<file path="src/rtl/chunked_subtractor.sv">
// chunked_subtractor: multi-cycle ripple-borrow subtractor, diff = A - B - bIn.
// Processes CHUNK bits per clock. The borrow is carried between chunks in a register.
//
// Ports:
//   clk, rstN          clock (rising edge), async active-low reset
//   A, B, bIn          minuend, subtrahend, borrow in
//   inValid/inReady    operand handshake (accepted only in IDLE)
//   diff               {borrow out, WIDTH-bit result}
//   outValid/outReady  result handshake (presented in DONE)
module chunked_subtractor #(
   parameter int WIDTH = 32,
   parameter int CHUNK = 8
) (
   input  logic             clk,
   input  logic             rstN,
   input  logic [WIDTH-1:0] A,
   input  logic [WIDTH-1:0] B,
   input  logic             bIn,
   input  logic             inValid,
   output logic             inReady,
   output logic [WIDTH:0]   diff,
   output logic             outValid,
   input  logic             outReady
);

   localparam int N  = WIDTH / CHUNK;
   localparam int IW = (N > 1) ? $clog2(N) : 1;

   typedef enum logic [1:0] {
      IDLE,
      RUN,
      DONE
   } state_t;

   state_t           state;
   state_t           state_d;
   logic [WIDTH-1:0] a_q;
   logic [WIDTH-1:0] b_q;
   logic             borrow;
   logic [IW-1:0]    idx;
   logic [CHUNK-1:0] a_ch;
   logic [CHUNK-1:0] b_ch;
   logic [CHUNK:0]   sub;
   logic             last;
   logic             accept;

   // One chunk of the ripple: the extra MSB of sub is the chunk borrow-out
   assign a_ch = a_q[idx*CHUNK +: CHUNK];
   assign b_ch = b_q[idx*CHUNK +: CHUNK];
   assign sub  = {1'b0, a_ch} - {1'b0, b_ch} - {{CHUNK{1'b0}}, borrow};
   assign last = (idx == IW'(N - 1));

   always_ff @(posedge clk or negedge rstN) begin
      if (!rstN) begin
         state <= IDLE;
      end else begin
         state <= state_d;
      end
   end

   always_comb begin
      state_d  = state;
      inReady  = 1'b0;
      outValid = 1'b0;
      accept   = 1'b0;
      unique case (state)
         IDLE: begin
            inReady = 1'b1;
            if (inValid) begin
               accept  = 1'b1;
               state_d = RUN;
            end
         end
         RUN: begin
            if (last) begin
               state_d = DONE;
            end
         end
         DONE: begin
            outValid = 1'b1;
            if (outReady) begin
               state_d = IDLE;
            end
         end
         default: begin
            state_d = IDLE;
         end
      endcase
   end

   // Operands are captured at accept so later input changes are harmless.
   // diff is only overwritten chunk by chunk while RUN is in progress.
   always_ff @(posedge clk or negedge rstN) begin
      if (!rstN) begin
         a_q    <= '0;
         b_q    <= '0;
         borrow <= 1'b0;
         idx    <= '0;
         diff   <= '0;
      end else if (accept) begin
         a_q    <= A;
         b_q    <= B;
         borrow <= bIn;
         idx    <= '0;
      end else if (state == RUN) begin
         diff[idx*CHUNK +: CHUNK] <= sub[CHUNK-1:0];
         borrow <= sub[CHUNK];
         idx    <= idx + IW'(1);
         if (last) begin
            diff[WIDTH] <= sub[CHUNK];
         end
      end
   end

endmodule

</file>
<file path="config.mk">
export PLATFORM = sky130hd
export DESIGN_NAME = chunked_subtractor
export DESIGN_NICKNAME = d
export VERILOG_FILES = /design/src/rtl/chunked_subtractor.sv
export SDC_FILE = /design/constraint.sdc
export NUM_CORES = 1
export LEC_CHECK = 0
export CORE_MARGIN = 8
export CORE_UTILIZATION = 40
export CTS_CLUSTER_DIAMETER = 80
export DETAILED_ROUTE_END_ITERATION = 8
export PLACE_DENSITY = 0.77
export SLEW_MARGIN = 30
export SYNTH_ARGS = -nofsm -noshare
export SYNTH_HDL_FRONTEND = slang
export SYNTH_SLANG_ARGS = --single-unit
</file>
<file path="constraint.sdc">
create_clock -name clk -period 4 [get_ports clk]
set_input_delay 1 -clock clk [delete_from_list [all_inputs] [get_ports clk]]
set_output_delay 1 -clock clk [all_outputs]
set_load 0.02 [all_outputs]
</file>
# After elaboration in Yosys (flattened, before gate mapping)

Index checks and enable logic that the tools add are counted.
W data, S select, Z words.

Register bits after elaboration: 102
Input port bits: 69
Output and inout bits: 35
Word-level logic and storage cells: 39

Add/sub/neg operators: 4
Eq/ne operators: 6
Shift-type cells: 4
Mux-type cells: 14
Bitwise gates (word level): 1
Reduce and logical (&&, ||, !) cells: 4

Operators by type and width:

| operator                  | count |
|---|---|
| $shiftx A32 B6 Y8         | 2 |
| $neg A5 Y34               | 1 |
| $shift A8 B34 Y33 const A | 1 |
| $shiftx A8 B34 Y33        | 1 |
| $bwmux W33                | 1 |
| $mux W2                   | 5 |
| $sub A8 B8 Y9             | 1 |
| $sub A9 B1 Y9             | 1 |
| $mux W1                   | 7 |
| $ne A2 B2 Y1 const B      | 3 |
| $pmux W2 S3               | 1 |
| $eq A2 B2 Y1 const B      | 2 |
| $reduce_and A3 Y1         | 1 |
| $add A2 B1 Y2 const B     | 1 |
| $eq A2 B1 Y1 const B      | 1 |
| $logic_not A2 Y1          | 1 |
| $reduce_and A2 Y1         | 1 |
| $reduce_bool A2 Y1        | 1 |
| $not A1 Y1                | 1 |

# Longest topological paths before layout

Gate-level depths: netlist (run 1).

Depth after elaboration: 6
Gate-level depth with buffers: 12
Depth with buffers taken out: 10

# Least setup slack after synthesis (run 1)

No wires, ideal clock.

Path kind: flip-flop to flip-flop
Start point: register idx[0]
End point: register diff[32]
Library setup time: 0.096 ns
Arrival: 2.977 ns
Required time: 3.904 ns
Slack: 0.927 ns
Stages on the path, launching flop included: 12
Path through: dfrtp_1 buf_4 clkbuf_1 mux4_2 fa_1 inv_1 fa_1 nand2_1 a31o_2 a221oi_1 xnor2_1 o31ai_1

Longest elaborated chain between the ends: 6
Elaborated cells between the ends (all ways): 10
Those cells by class: 3 x add/sub; 1 x eq/ne; 4 x shift; 2 x mux

Ends and longest elaborated chain:

| item                                        | RTL line | RTL |
|---|---|---|
| start: declaration                          | 40       | `logic [IW-1:0] idx;` |
| start signal: assignment                    | 108      | `idx <= idx + IW'(1);` |
| $shiftx A32 B6 Y8, on equally long branches | 48, 49   |  |
| $sub A8 B8 Y9                               | 50       | `assign sub = {1'b0, a_ch} - {1'b0, b_ch} - {{CHUNK{1'b0}}, borrow};` |
| $sub A9 B1 Y9                               | 50       |  |
| $shiftx A8 B34 Y33                          | 106      | `diff[idx*CHUNK +: CHUNK] <= sub[CHUNK-1:0];` |
| $bwmux W33                                  | 106      |  |
| $mux W1 *                                   | 109      | `if (last) begin` |
| end signal: indexed assignment              | 106      |  |
| end signal: indexed assignment              | 110      | `diff[WIDTH] <= sub[CHUNK];` |
| end: declaration                            | 21       | `output logic [WIDTH:0] diff,` |

Mark *: on every way between the ends. The rest lies on a longest branch, timed or not.
A chain may end at the register's enable or synchronous reset.

# Worst setup path in the final report (run 1)

Start point: register idx[1]
End point: register diff[32]

The elaborated chain is that of the path after synthesis.

==> run metrics, run 1 <==
status=completed; Final Cell Area=6230 sq um; Required @ worst endpoint=4.25 ns; Area after DPL=5930 sq um; number of flops mapped to enable cells by yosys=0; Max-Cap Viols=0; GP Congestion=0.832; clock latency at the later pin of the worst-skew pair=0.34 ns; Post-DP HPWL=8590 um; clk buf depth=2; HP Class=reg -> reg; hold endpoint=diff[31]; RSZ-0062 raised after global routing=no; Die ar.=15500 sq um; root buffer cell=clkbuf_16; CP most frequent cell=fa_1; total CTS buffers=9; GRT Residual Overflow=0; Synth Register Bits=102; maximum fanout along the worst path=16; CP max stage delay=0.82 ns; slew at the pin with the worst max-slew slack=0.814 ns; final hold violations=0; IO Count=104; critical path cell sequence=buf_4, mux4_2, fa_1, inv_1, fa_1, nand2_1, a31o_2, a221oi_1, xnor2_1, o31ai_1; minimum clock period=3.14 ns; htree depth=3; row count=39; cell depth of the worst flop-to-flop path=10; starting density of the core=41.2%; Final setup viols=0; pin count of the biggest net entering global routing=90; Synth cell types=37; Post-route DRC=0; Area Overhead vs Synth=31.8%; Core Box Area=11500 sq um; CP Capture Type=register; Max-slew headroom=45.7%; kind of critical path=reg -> reg; Mapped Area=4720 sq um; Post-CTS Hold Buffers=0; Arr. time, crit path=3.39 ns; Post-Route WL=11000 um; Synth Instances=350; Hold Startpoint=diff[31]; Async SR Flop Fraction=100%; Final Cycle Share=78.5%; Reg area=2550 sq um; number of routed nets with antenna violations=0; via count=3159; area of the multi-input gates=2010 sq um; clk_skew=0.00569 ns; CTS tree=done; family with the most delay on the worst path=flip-flops; CTS sink count=102; register area share after synthesis=54.0%; Die Height=125 um; crit start category=register; antenna cells=0; final setup margin=0.861 ns; gr usage total=14.6%; Place WS=0.853 ns; fmax=319 MHz; Reg clk slew, reported paths=0.07 ns; hold depth=2; Nets=546; IO buf count=103; Ys Warns=0; first-pass GRT wire length=18300 um; Die Width=125 um; starting DRC count in detailed routing=228; ys flop type=dfrtp_1; slowest CP cell=dfrtp_1; Filler Cell Count=965; post-CTS sizing=0; Post-CTS Setup Bufs=0; vias per cell=5.26; initial antenna violation count=0; 1st-pass router iterations=4; most frequent cells in the layout=dfrtp_1 (102), clkdlybuf4s50_1 (102), mux2_2 (64); fraction of layout cells with a size suffix above 1=23.1%; reg-to-reg critical path startpoint=idx[1]; FF-to-FF End=diff[32]; Setup TNS Final=0 ns; synthesized net count=440; final-report max-slew violation count=0; Worst R2R Setup Slack=0.86 ns; post-DR wirelength/cell=18.4 um; worst path buffer plus inverter count=2; Syn Area/Cell=13.5 sq um; number of global-route vias before repair=3514
[registers in the layout, summed over array words and instances, names as in the netlist]
register / cells
idx: 2
diff: 33
b_q: 32
a_q: 32
state: 2
borrow: 1
[worst max-delay path by stage]
stage	start	to	slack, ns	cells after the start
2_1_floorplan	idx[0]	diff[32]	0.93	11
3_3_place_gp	idx[1]	diff[32]	0.93	10
3_5_place_dp	idx[1]	diff[32]	0.85	10
4_1_cts	idx[1]	diff[32]	0.82	10
5_1_grt	idx[1]	diff[32]	0.59	10
6_report	idx[1]	diff[32]	0.86	10
[synth_stat cells (2+ instances only)]
library cell / n / area (sq um)
a21oi_1: 6 / 30.0
nand2b_1: 4 / 25.0
or3_1: 2 / 12.5
buf_2: 8 / 40.0
a21o_1: 2 / 15.0
a22o_1: 16 / 140
mux2_2: 64 / 721
nor2b_1: 2 / 12.5
nor2_1: 5 / 18.8
xnor2_2: 2 / 32.5
clkbuf_1: 4 / 15.0
xnor2_1: 4 / 35.0
o21ai_0: 19 / 95.1
dfrtp_1: 102 / 2550
inv_1: 25 / 93.8
nand2_1: 24 / 90.1
ha_1: 19 / 238
mux4_2: 16 / 360
o21ai_1: 2 / 10.0
nor3_1: 3 / 15.0
nor4_1: 2 / 12.5
fa_1: 2 / 40.0
nand4_1: 3 / 18.8
[worst min-delay path, delay by kind of cell (launching register included)]
kind	cells	cell delay, ns
flops	1	0.34
compound gates	1	0.06
simple gates	1	0.05
[cell type report]
cell class,count,share of cell area (%)
clock buffer,9,3.62
clock inverter,4,1.21
inverter,25,1.51
multi-input combinational,209,32.3
sequential,102,41.0
tap,143,2.87
timing repair buffer,109,17.5
[metrics by stage]
| stage | hold slack [ns] | utilization (%) | cells |
|---|---|---|---|
| 2_1_floorplan | 0.475 | - | 350 |
| 3_3_place_gp | 0.464 | 51.7 | 588 |
| 3_5_place_dp | 0.472 | 51.7 | 588 |
| 4_1_cts | 0.487 | 54.3 | 601 |
| 5_1_grt | 0.510 | 54.3 | 601 |
| 6_report | 0.483 | 54.3 | 601 |
[per-layer routing]
layer | GRT usage, % | share of wire, % | vias to the layer above | wire length, um
li1 | - | - | 1458 | -
met1 | 17.1 | 42 | 1576 | 4590
met2 | 24.7 | 51 | 103 | 5590
met3 | 4.13 | 5.5 | 22 | 603
met4 | 5.81 | 2.3 | 0 | 255
met5 | 0 | 0 | - | 0
[cells by family after synthesis]
| group | count (synthesis) | synth area share, % |
|---|---|---|
| AO/OA/AOI/OAI | 52 | 7.31 |
| XOR/XNOR | 7 | 1.62 |
| adder cells (fa/ha/maj) | 21 | 5.88 |
| buffers and inverters | 39 | 3.39 |
| flip-flops | 102 | 54.0 |
| multiplexers | 80 | 22.9 |
| AND/OR/NAND/NOR | 49 | 4.90 |
Power of run 1 is not shown: default switching activity piles up to over one toggle a cycle in this logic, so the estimate is an artifact.
==> run 2: changes to the inputs <==
Settings changed: PLACE_DENSITY 0.77 to 0.79.
Clock period 4 ns to 2.8 ns, I/O delays scaled along.
==> run 2 against run 1 <==
Against the previous run:
- the run now ends with negative setup slack left
- clock-buffer cell count is 4 higher
- sequential share of layout area is 1.9 points lower
- final area is 4.9% higher
- non-clock buffer count is 15 higher
- global-route usage is 0.26 points higher
- cell count is 3.0% higher
- register-to-register slack worse by 0.86 ns
- maximum frequency is 12% higher
- first-iteration DRC count stayed put
- die area stayed put
- hold slack worse by 0.10 ns
- core utilization is 2.7 points higher
- critical endpoint unchanged
==> run metrics, run 2 (synthesis gave the netlist of run 1 again) <==
critical path cell sequence=buf_12, mux4_2, ha_4, inv_2, ha_4, a21o_1, a31o_4, a221oi_4, xnor2_1, o31ai_1 (was buf_4, mux4_2, fa_1, inv_1, fa_1, nand2_1, a31o_2, a221oi_1, xnor2_1, o31ai_1); clock latency at the later pin of the worst-skew pair=0.34 ns (about the same); Max-slew headroom=54.5% (was 45.7%); max FFs per register=33 (unchanged); Post-Route WL=11600 um (was 11000 um); worst path buffer plus inverter count=2 (unchanged); Finished Core Util=57.0% (was 54.3%); minimum clock period=2.80 ns (was 3.14 ns); GP Congestion=0.804 (was 0.832); Area Overhead vs Synth=38.3% (was 31.8%); Arr. time, crit path=3.05 ns (was 3.39 ns); largest registers=diff (33), a_q (32), b_q (32) (unchanged); kind of critical path=reg -> reg (unchanged); initial antenna violation count=0 (unchanged); Reg clk slew, reported paths=0.07 ns (about the same); Die Width=125 um (unchanged); most frequent cells in the layout=clkdlybuf4s50_1 (102), dfrtp_1 (101), mux2_2 (64) (was dfrtp_1 (102), clkdlybuf4s50_1 (102), mux2_2 (64)); 1st-pass router iterations=6 (was 4); CTS sink count=102 (unchanged); final setup margin=-0.00370 ns (was 0.861 ns); Filler Cell Count=919 (was 965); fmax=357 MHz (was 319 MHz); slowest CP cell=mux4_2 (was dfrtp_1); HP Class=in -> async (was reg -> reg); clk_skew=0.00638 ns (was 0.00569 ns); Place WS=-0.0922 ns (was 0.853 ns); largest reg by FF count=diff (unchanged); Nets=561 (was 546); CP max stage delay=0.55 ns (was 0.82 ns); family with the most delay on the worst path=compound AO/OA/AOI/OAI gates (was flip-flops); Post-DP HPWL=8690 um (was 8590 um); RSZ-0062 raised after global routing=yes (was no); Die ar.=15500 sq um (unchanged); Post-route DRC=0 (unchanged); Die Height=125 um (unchanged); status=complete, but fails checks (was completed); Final setup viols=1 (was 0); Core Box Area=11500 sq um (unchanged); starting density of the core=41.2% (unchanged); leading cell type in the layout, fill and taps excluded=clkdlybuf4s50_1; root buffer cell=clkbuf_16 (unchanged); htree depth=3 (unchanged); clk buf depth=2 (unchanged); Post-CTS Hold Buffers=0 (unchanged); fraction of layout cells with a size suffix above 1=30.7% (was 23.1%); Required @ worst endpoint=3.05 ns (was 4.25 ns); failing checks=negative setup slack; vias per cell=5.28 (was 5.26); slew at the pin with the worst max-slew slack=0.677 ns (was 0.814 ns); crit start category=register (unchanged); IO buf count=103 (unchanged); total CTS buffers=9 (unchanged); number of routed nets with antenna violations=0 (unchanged); maximum fanout along the worst path=5 (was 16); Max-Cap Viols=0 (unchanged); antenna cells=0 (unchanged); starting DRC count in detailed routing=228 (unchanged); IO Count=104 (unchanged); row count=39 (unchanged); Final Cycle Share=100% (was 78.5%); CTS tree=done (unchanged); CP most frequent cell=ha_4 (was fa_1); number of global-route vias before repair=3602 (was 3514); via count=3269 (was 3159); first-pass GRT wire length=18800 um (was 18300 um); final hold violations=0 (unchanged); final-report max-slew violation count=0 (unchanged); post-DR wirelength/cell=18.8 um (was 18.4 um); pin count of the biggest net entering global routing=55 (was 90); gr usage total=14.8% (was 14.6%); GRT Residual Overflow=0 (unchanged); CP Capture Type=register (unchanged)
==> run 2: final timing paths <==
path | from | endpoint | slack [ns] | cells after the start
setup reg to reg | idx[0] | diff[32] | -0.004 | 10
hold / removal | rstN | diff[26] | 0.38 | 1
hold reg to reg | diff[1] | diff[1] | 0.49 | 2
max in group asynchronous | rstN | a_q[8] | 1.70 | 2
min in group clk | diff[1] | diff[1] | 0.49 | 2
setup / recovery | idx[0] | diff[32] | -0.004 | 10
==> run 2: per-stage QoR <==
stage / cells / hold slack (ns) / instance area (sq um) / TNS [ns]
final: 619 / 0.378 / 6540 / -0.00370
after global routing: 619 / 0.413 / 6540 / -0.226
after CTS: 616 / 0.394 / 6410 / 0
after detailed placement: 597 / 0.476 / 6050 / -0.317
after global placement: 597 / 0.463 / 6050 / 0
after floorplan: 350 / 0.404 / 4770 / 0
==> run 2: area by class of cell <==
cell class / instances / area, sq um / share of cell area, %
timing repair buffer: 124 / 1250 / 19.2
inverter: 25 / 93.8 / 1.44
multi-input combinational: 209 / 2170 / 33.2
tap: 143 / 179 / 2.74
clock inverter: 3 / 45.0 / 0.689
sequential: 102 / 2550 / 39.1
clock buffer: 13 / 240 / 3.68
==> run 2: repair_timing <==
action,in CTS,in global routing
gates resized for setup,8,33
buffers inserted,2,4
gates cloned,1,0
endpoints found under the setup margin,10,18
pin swaps,0,22
==> run 2: layer usage <==
metal,track usage [%],share of wire (%)
met3,4.64,5.4
met4,5.53,2.3
met1,17.2,41
met5,0,0
met2,25.2,51
==> run 2: worst reg2reg max path: cells and delay by family, from the launching register on <==
family          cells  cell delay [ns]
compound gates      4             0.95
xor+xnor            1             0.12
fa+ha+maj           2             0.51
buf+inv             2             0.18
flops               1             0.41
mux                 1             0.55
Power of run 2 is left out for the same reason.
